===== src/rtl/usb_tx_pkg.sv =====
// Shared types and constants for the USB full-speed transmit encoder.
//   tx_enc_state_t : encoder FSM states
//   SYNC_BYTE      : SYNC pattern, sent LSB first (seven 0s then a 1)
//   LINE_*         : line states ordered {dplus, dminus}
package usb_tx_pkg;

    typedef enum logic [2:0] {
        IDLE,
        SYNC,
        DATA,
        STUFF,
        EOP_SE0,
        EOP_J
    } tx_enc_state_t;

    localparam logic [7:0] SYNC_BYTE = 8'h80;

    localparam logic [1:0] LINE_J   = 2'b10;
    localparam logic [1:0] LINE_K   = 2'b01;
    localparam logic [1:0] LINE_SE0 = 2'b00;

endpackage


===== src/rtl/usb_nrzi_encoder.sv =====
// NRZI line driver for the USB transmit path.
// Holds the registered {D+, D-} line state and advances it once per bit strobe.
//   clk, n_rst  : clock, asynchronous active-low reset (line resets to J)
//   bit_strobe  : advance the line this cycle
//   bit_val     : bit to encode; 0 toggles J<->K, 1 holds the line
//   force_se0   : drive SE0 instead of encoding bit_val
//   force_j     : drive J instead of encoding bit_val
//   dplus_out, dminus_out : registered line drive
module usb_nrzi_encoder
    import usb_tx_pkg::*;
(
    input  logic clk,
    input  logic n_rst,
    input  logic bit_strobe,
    input  logic bit_val,
    input  logic force_se0,
    input  logic force_j,
    output logic dplus_out,
    output logic dminus_out
);

    logic [1:0] line_q;
    logic [1:0] line_d;

    always_comb begin
        line_d = line_q;
        if (bit_strobe) begin
            if (force_se0) begin
                line_d = LINE_SE0;
            end else if (force_j) begin
                line_d = LINE_J;
            end else if (!bit_val) begin
                // Anything that is not K (J, or SE0 in an abnormal sequence) toggles to K.
                line_d = (line_q == LINE_K) ? LINE_J : LINE_K;
            end
        end
    end

    always_ff @(posedge clk or negedge n_rst) begin
        if (!n_rst) begin
            line_q <= LINE_J;
        end else begin
            line_q <= line_d;
        end
    end

    assign dplus_out  = line_q[1];
    assign dminus_out = line_q[0];

endmodule


===== src/rtl/usb_tx_encoder.sv =====
// USB full-speed transmit serial back end.
// Sends SYNC, then payload bytes LSB first with bit stuffing, NRZI-encoded, then EOP.
//   clk, n_rst      : clock, asynchronous active-low reset (aborts any packet, line J)
//   bit_strobe      : one-cycle pulse per USB bit period
//   tx_start        : begin a packet (sampled only when idle)
//   tx_data, tx_data_valid, tx_last : payload byte stream
//   tx_data_ready   : pulse, tx_data consumed this cycle
//   tx_busy         : packet in progress
//   tx_done         : pulse at the end of the EOP J bit
//   tx_underrun     : pulse, a byte was needed but none was valid
//   dplus_out, dminus_out : registered line drive
module usb_tx_encoder
    import usb_tx_pkg::*;
#(
    parameter int unsigned STUFF_LIMIT = 6
) (
    input  logic       clk,
    input  logic       n_rst,
    input  logic       bit_strobe,
    input  logic       tx_start,
    input  logic [7:0] tx_data,
    input  logic       tx_data_valid,
    input  logic       tx_last,
    output logic       tx_data_ready,
    output logic       tx_busy,
    output logic       tx_done,
    output logic       tx_underrun,
    output logic       dplus_out,
    output logic       dminus_out
);

    localparam int unsigned ONES_W = $clog2(STUFF_LIMIT + 1);

    tx_enc_state_t state_q, state_d;
    tx_enc_state_t ret_q, ret_d;      // state to resume after a stuffed bit
    tx_enc_state_t nxt_state;
    logic [7:0]        shift_q, shift_d;
    logic [2:0]        bit_idx_q, bit_idx_d;
    logic [ONES_W-1:0] ones_q, ones_d;
    logic [ONES_W-1:0] ones_inc;
    logic              last_q, last_d;
    logic              eop_q, eop_d;  // second SE0 period / J period already driven

    logic enc_strobe;
    logic enc_bit;
    logic force_se0;
    logic force_j;

    always_comb begin
        state_d       = state_q;
        ret_d         = ret_q;
        nxt_state     = state_q;
        shift_d       = shift_q;
        bit_idx_d     = bit_idx_q;
        ones_d        = ones_q;
        last_d        = last_q;
        eop_d         = eop_q;
        ones_inc      = ones_q + 1'b1;
        enc_strobe    = 1'b0;
        enc_bit       = 1'b1;
        force_se0     = 1'b0;
        force_j       = 1'b0;
        tx_data_ready = 1'b0;
        tx_underrun   = 1'b0;
        tx_done       = 1'b0;

        unique case (state_q)
            IDLE: begin
                // Start capture needs no strobe; the first SYNC bit goes on the next one.
                if (tx_start) begin
                    state_d   = SYNC;
                    shift_d   = SYNC_BYTE;
                    bit_idx_d = '0;
                    ones_d    = '0;
                    last_d    = 1'b0;
                end
            end

            SYNC, DATA: begin
                if (bit_strobe) begin
                    enc_strobe = 1'b1;
                    enc_bit    = shift_q[0];
                    shift_d    = {1'b0, shift_q[7:1]};
                    bit_idx_d  = bit_idx_q + 3'd1;
                    ones_d     = shift_q[0] ? ones_inc : '0;
                    eop_d      = 1'b0;
                    nxt_state  = state_q;
                    if (bit_idx_q == 3'd7) begin
                        if (state_q == DATA && last_q) begin
                            nxt_state = EOP_SE0;
                        end else if (tx_data_valid) begin
                            shift_d       = tx_data;
                            last_d        = tx_last;
                            tx_data_ready = 1'b1;
                            nxt_state     = DATA;
                        end else begin
                            tx_underrun = 1'b1;
                            nxt_state   = EOP_SE0;
                        end
                    end
                    // A pending stuff bit always goes out before whatever comes next.
                    if (shift_q[0] && ones_inc == ONES_W'(STUFF_LIMIT)) begin
                        state_d = STUFF;
                        ret_d   = nxt_state;
                    end else begin
                        state_d = nxt_state;
                    end
                end
            end

            STUFF: begin
                if (bit_strobe) begin
                    enc_strobe = 1'b1;
                    enc_bit    = 1'b0;
                    ones_d     = '0;
                    state_d    = ret_q;
                end
            end

            EOP_SE0: begin
                if (bit_strobe) begin
                    enc_strobe = 1'b1;
                    force_se0  = 1'b1;
                    eop_d      = ~eop_q;
                    if (eop_q) begin
                        state_d = EOP_J;
                    end
                end
            end

            EOP_J: begin
                if (bit_strobe) begin
                    if (!eop_q) begin
                        enc_strobe = 1'b1;
                        force_j    = 1'b1;
                        eop_d      = 1'b1;
                    end else begin
                        // J period has elapsed; line already holds J.
                        tx_done = 1'b1;
                        ones_d  = '0;
                        eop_d   = 1'b0;
                        state_d = IDLE;
                    end
                end
            end

            default: begin
                state_d = IDLE;
            end
        endcase
    end

    always_ff @(posedge clk or negedge n_rst) begin
        if (!n_rst) begin
            state_q   <= IDLE;
            ret_q     <= IDLE;
            shift_q   <= '0;
            bit_idx_q <= '0;
            ones_q    <= '0;
            last_q    <= 1'b0;
            eop_q     <= 1'b0;
        end else begin
            state_q   <= state_d;
            ret_q     <= ret_d;
            shift_q   <= shift_d;
            bit_idx_q <= bit_idx_d;
            ones_q    <= ones_d;
            last_q    <= last_d;
            eop_q     <= eop_d;
        end
    end

    assign tx_busy = (state_q != IDLE);

    usb_nrzi_encoder u_nrzi (
        .clk        (clk),
        .n_rst      (n_rst),
        .bit_strobe (enc_strobe),
        .bit_val    (enc_bit),
        .force_se0  (force_se0),
        .force_j    (force_j),
        .dplus_out  (dplus_out),
        .dminus_out (dminus_out)
    );

endmodule


===== config.mk =====
export PLATFORM = sky130hd
export DESIGN_NAME = usb_tx_encoder
export DESIGN_NICKNAME = d
export VERILOG_FILES = /design/src/rtl/usb_tx_pkg.sv /design/src/rtl/usb_nrzi_encoder.sv /design/src/rtl/usb_tx_encoder.sv
export SDC_FILE = /design/constraint.sdc
export NUM_CORES = 1
export LEC_CHECK = 0
export CORE_MARGIN = 2
export CORE_UTILIZATION = 45
export DETAILED_ROUTE_END_ITERATION = 8
export GPL_ROUTABILITY_DRIVEN = 0
export PLACE_DENSITY_LB_ADDON = 0.3
export SLEW_MARGIN = 20
export SYNTH_ARGS = -nofsm -noshare
export SYNTH_HDL_FRONTEND = slang
export SYNTH_HIERARCHICAL = 1
export SYNTH_SLANG_ARGS = --single-unit

===== constraint.sdc =====
create_clock -name clk -period 2.1 [get_ports clk]
set_input_delay 0.42 -clock clk [delete_from_list [all_inputs] [get_ports clk]]
set_output_delay 0.42 -clock clk [all_outputs]
set_load 0.02 [all_outputs]

# Word-level counts from Yosys, hierarchy flattened
# Cells that the tools add are included.
dict set report op_classes {
  addsub 2
  eq_ne 19
  n_mux 61
  bitwise_logic 1
  n_reduce_logical 16
}
# cell n
set op_table {}
lappend op_table {{3-bit 2-to-1 mux} 16}
lappend op_table {{8-bit 2-to-1 mux} 5}
lappend op_table {{1-bit 2-to-1 mux} 28}
lappend op_table {{2-bit != test (second input constant)} 10}
lappend op_table {{8-bit one-hot mux with 2 select lines} 1}
lappend op_table {{3-bit one-hot mux with 5 select lines} 1}
lappend op_table {{3-bit == test (second input constant)} 4}
lappend op_table {{3-bit one-hot mux with 4 select lines} 1}
lappend op_table {{6-bit AND reduction} 2}
lappend op_table {{2-bit 2-to-1 mux} 4}
lappend op_table {{7-bit AND reduction} 1}
lappend op_table {{3-bit by 1-bit adder with 3-bit output (second input constant)} 2}
lappend op_table {{3-bit by 2-bit == test with 1-bit output (second input constant)} 2}
lappend op_table {{1-bit one-hot mux with 2 select lines} 3}
lappend op_table {{3-bit one-hot mux with 2 select lines} 1}
lappend op_table {{3-bit AND reduction} 2}
lappend op_table {{3-bit nonzero test} 2}
lappend op_table {{4-bit AND reduction} 1}
lappend op_table {{4-bit nonzero test} 1}
lappend op_table {{4-bit OR reduction} 1}
lappend op_table {{3-bit by 1-bit == test with 1-bit output (second input constant)} 1}
lappend op_table {{3-bit zero test} 1}
lappend op_table {{3-bit != test (second input constant)} 1}
lappend op_table {{1-bit one-hot mux with 3 select lines} 1}
lappend op_table {{6 further kinds} 7}
dict set report word_totals {
  reg_bits 24
  input_bits 14
  out_inout_bits 6
  elab_cells 107
}

# Logic depth before layout (Yosys ltp)
dict set report depth {
  ltp_word 7
  mapped_depth 8
  mapped_depth_nobuf 6
}

# By module
# The synthesis kept the hierarchy.
# mod instances cells_each area_each_um2 seq_area_each_um2
set modules_own_cells {}
lappend modules_own_cells {usb_tx_encoder 1 147 1401.3 550.5}
lappend modules_own_cells {usb_nrzi_encoder 1 12 105.1 51.3}

# Worst setup path after synthesis
# No wires, ideal clock.
dict set report synth_timing {
  kind {reg-to-output}
  startpoint {register state_q[1]}
  endpoint {output tx_underrun}
  arrival_ns 1.549
  required_ns 1.680
  setup_slack_ns 0.131
  path_stages_with_launch 4
  n_path_buf 0
  path_cell_list {dfrtp_1 xor2_1 nand3_2 nor4_1}
}
dict set report synth_between {
  elab_chain_len 6
  elab_cells_between_ends 8
  classes_between {eq/ne (2); mux (4); reduce/logical (2)}
}
# element line
set synth_lines {}
lappend synth_lines {{start, declared} usb_tx_encoder.sv:34} ;# tx_enc_state_t state_q, state_d;
lappend synth_lines {{start signal, assigned} usb_tx_encoder.sv:163} ;# state_q <= state_d;
lappend synth_lines {{3-bit by 2-bit == test with 1-bit output} {usb_tx_encoder.sv:67, usb_tx_encoder.sv:89}}
lappend synth_lines {{1-bit logical AND} usb_tx_encoder.sv:89} ;# if (state_q == DATA && last_q) begin
lappend synth_lines {{1-bit 2-to-1 mux} usb_tx_encoder.sv:89}
lappend synth_lines {{1-bit 2-to-1 mux} usb_tx_encoder.sv:88} ;# if (bit_idx_q == 3'd7) begin
lappend synth_lines {{1-bit 2-to-1 mux} usb_tx_encoder.sv:80} ;# if (bit_strobe) begin
lappend synth_lines {{1-bit 2-to-1 mux *} usb_tx_encoder.sv:67} ;# unique case (state_q)
lappend synth_lines {{end, declared} usb_tx_encoder.sv:27} ;# output logic tx_underrun,
# Every way passes the cells marked *; elsewhere a longest branch is shown, timed or not.

# Worst setup path in the final report
dict set report layout_timing {
  startpoint {register state_q[1]}
  endpoint {output tx_data_ready}
}
dict set report layout_between {
  elab_chain_len 6
  elab_cells_between_ends 8
  classes_between {eq/ne (2); mux (4); reduce/logical (2)}
}
# element line
set layout_lines {}
lappend layout_lines {{3-bit by 2-bit == test with 1-bit output} {usb_tx_encoder.sv:67, usb_tx_encoder.sv:89}}
lappend layout_lines {{1-bit logical AND} usb_tx_encoder.sv:89}
lappend layout_lines {{1-bit 2-to-1 mux} usb_tx_encoder.sv:89}
lappend layout_lines {{1-bit 2-to-1 mux} usb_tx_encoder.sv:88}
lappend layout_lines {{1-bit 2-to-1 mux} usb_tx_encoder.sv:80}
lappend layout_lines {{1-bit 2-to-1 mux *} usb_tx_encoder.sv:67}
lappend layout_lines {{end, declared} usb_tx_encoder.sv:24} ;# output logic tx_data_ready,
# Marked as above.

==> summary.txt <==
Clocking
  • Root Driver: clkbuf_4
  • Worst-path clk slew: 150 ps
  • Clk sinks: 24
  • Clock latency on the worst-skew pair: 330 ps
  • CTS tree: yes
  • Htree depth: 1
  • Clk buf depth: 2
  • Cts bufs inserted: 3

Setup path
  • Worst Path Class, Setup: flop to output port
  • Worst Path Arrival: 1680 ps
  • Nature of the critical path startpoint: flop
  • Crit-path max FO: 3
  • CP peak stage delay: 430 ps
  • Worst Path Required: 1680 ps
  • Setup crit end kind: output port
  • Crit path cell chain: xor2_1 -> nand3_2 -> nor3_2 -> clkdlybuf4s15_2
  • CP max-delay cell: dfrtp_1

Routing
  • Drt pass-1 iters: 4
  • WL/cell: 14.95 um
  • DRT Wirelength: 3649 um
  • Post-route ant nets: 0
  • Vias per std cell: 5.578
  • DRT iter0 DRCs: 150
  • Via count: 1,361
  • Remaining DRCs: 0

Yosys
  • Largest cells by area after synthesis: dfrtp_1, mux2i_1, o2bb2ai_1
  • Ys async rst share: 100.0%
  • Dominant synthesized flop cell: dfrtp_1
  • Register area share after synthesis: 39.95%
  • Cell count after synthesis: 159
  • Synth unique cells: 45
  • Synth area leader: dfrtp_1
  • Share of the synthesized area in the top cell type: 38.21%
  • Mapped Area: 0.001506 mm^2
  • EDFF count, synth: 0
  • Mapped Nets: 177
  • Post-Syn Area per Cell: 9.474 um^2
  • Ys Warns: 6
  • #FFs+latches synth: 24

Placement
  • PortBufs: 19
  • Area after DPL: 0.001899 mm^2
  • Estimated wirelength of the detail-placed design: 2839 um

Power
  • VDD IR max: 0.5665 mV
  • Leakage: 0.8362 nW
  • PD cells: 1157 mW/mm^2
  • Pwr Total: 2.267 mW

Global routing
  • Initial antenna violation count: 0
  • First-pass GRT wire length: 6016 um
  • Grt ovf: 0
  • Vias in the first global route: 1,305
  • Pin count of the biggest net entering global routing: 25
  • GRT Util Overall: 21.53%

Floorplanning
  • Starting Density: 45.87%
  • Horiz. Die Dim: 61.86 um
  • Die area: 0.003827 mm^2
  • Core box area: 0.003284 mm^2
  • Die Ht: 61.86 um
  • IO Count: 20
  • Rows: 21

Timing
  • Setup-failing EPs final: 0
  • Setup Skew: 12.01 ps
  • Final hold vios: 0
  • Period utilisation layout: 99.98%
  • Fin crit period: 2099 ps
  • Fmax: 0.4763 GHz
  • Unrepaired setup endpoints after global routing: true
  • Final Max Tran Viols: 0
  • Max_slew headroom: 75.35%
  • Tightest Pin Transition: 364.9 ps

Final layout
  • N_diodes: 0
  • Nets@finish: 217
  • Layout cell share with drive strength beyond 1: 23.74%
  • Commonest non-fill, non-tap cell in the layout: buf_4
  • P&R area growth vs syn: 30.07%
  • # fillers: 289
  • Commonest non-fill, non-tap cells in the layout: buf_4, dfrtp_1, clkdlybuf4s50_1, nor2_1
  • Final Cell Area: 0.001959 mm^2

Flow run
  • Max Cap Viol: 0

Hold path
  • Worst hold path class: input pin to asynchronous set/reset pin

Run status
  • Status: complete, no violations
-- where the power goes --
group | total (mW) | switching [mW] | internal, mW
Combinational | 1.18 | 0.598 | 0.582
Sequential | 0.741 | 0.122 | 0.619
Clock | 0.346 | 0.153 | 0.193
Total | 2.27 | 0.873 | 1.39
-- area by class of cell --
cell class,instances,area (um^2),share of cell area [%]
Sequential cell,24,601.8,30.72
Tap cell,46,57.56,2.937
Clock inverter,1,30.03,1.533
Multi-Input combinational cell,118,853.3,43.55
Inverter,8,30.03,1.533
Timing Repair Buffer,44,364.1,18.58
Clock buffer,3,22.52,1.149
-- logic make-up after synthesis --
| family | synth area share, % |
|---|---|
| AND/OR/NAND/NOR | 20.93 |
| buffers and inverters | 4.817 |
| adder cells (fa/ha/maj) | 3.322 |
| AO/OA/AOI/OAI | 20.93 |
| XOR/XNOR | 1.745 |
| multiplexers | 8.306 |
| flip-flops | 39.95 |
-- synth_stat cells, types with 2 or more instances --
library cell	instances
a21oi_1	9
ha_1	4
inv_1	8
o22ai_1	2
o21ai_0	5
nor3b_1	2
o2bb2ai_1	9
nand3_1	4
nand3b_1	2
nor4_1	2
nand2_1	7
clkbuf_1	2
a22o_1	4
a31oi_1	2
o31ai_1	2
buf_2	7
nand2b_1	6
mux2i_1	8
mux2_2	4
nor2_1	12
xor2_1	2
o21bai_1	2
nor2b_1	6
dfrtp_1	23
or3_1	4
nor3_1	2
-- timing repair --
| item | in CTS | in global routing |
|---|---|---|
| buffers inserted | 0 | 0 |
| hold buffers | 0 | 0 |
| endpoints found under the setup margin | 4 | 4 |
| resized for setup | 13 | 6 |
-- path summary, 6_finish.rpt --
path | startpoint | to | slack, ps | cells past startpoint
worst min register to register | shift_q[3]$_DFFE_PN0P_ | shift_q[3]$_DFFE_PN0P_ | 510 | 1
worst min-delay path | n_rst | ones_q[2]$_DFFE_PN0P_ | 420 | 2
min in group clk | shift_q[3]$_DFFE_PN0P_ | shift_q[3]$_DFFE_PN0P_ | 510 | 1
worst max register to register | state_q[1]$_DFFE_PN0P_ | state_q[1]$_DFFE_PN0P_ | 220 | 6
max in group asynchronous | n_rst | u_nrzi/line_q[1]$_DFFE_PN1P_ | 1380 | 2
worst max-delay path | state_q[1]$_DFFE_PN0P_ | tx_data_ready | 0.5 | 4
-- through the flow --
step / std cells / TNS, ps / hold slack, ps / util, % / setup slack [ps]
detailed placement: 240 / -851.6 / 474.7 / 57.83 / -292.6
global route: 244 / -138.7 / 445.2 / 59.66 / -105.4
floorplan: 159 / 0 / 124.4 / - / 130.8
global placement: 240 / -746.0 / 469.0 / 57.83 / -274.6
finish: 244 / 0 / 420.4 / 59.66 / 0.5017
CTS: 244 / 0 / 436.4 / 59.35 / 5.824
-- worst max-delay path, delay by kind of cell (launching register included) --
family / cells / cell delay, ps
flip-flops: 1 / 430
AND/OR/NAND/NOR: 2 / 380
buffers and inverters: 1 / 290
XOR/XNOR: 1 / 250
-- flip-flops by register name, indices dropped and copies added (netlist names) --
signal,flops
ret_q,3
u_nrzi/line_q,2
shift_q,8
state_q,3
ones_q,3
last_q,1
eop_q,1
bit_idx_q,3
-- per-layer routing --
metal,wire length (um),GRT usage (%),vias to the layer above
li1,-,-,661
met1,1695,28.92,660
met2,1739,34.89,30
met3,145,4.348,10
met4,69,6.991,0
met5,0,0,-
(Power assumes the default switching activity.)
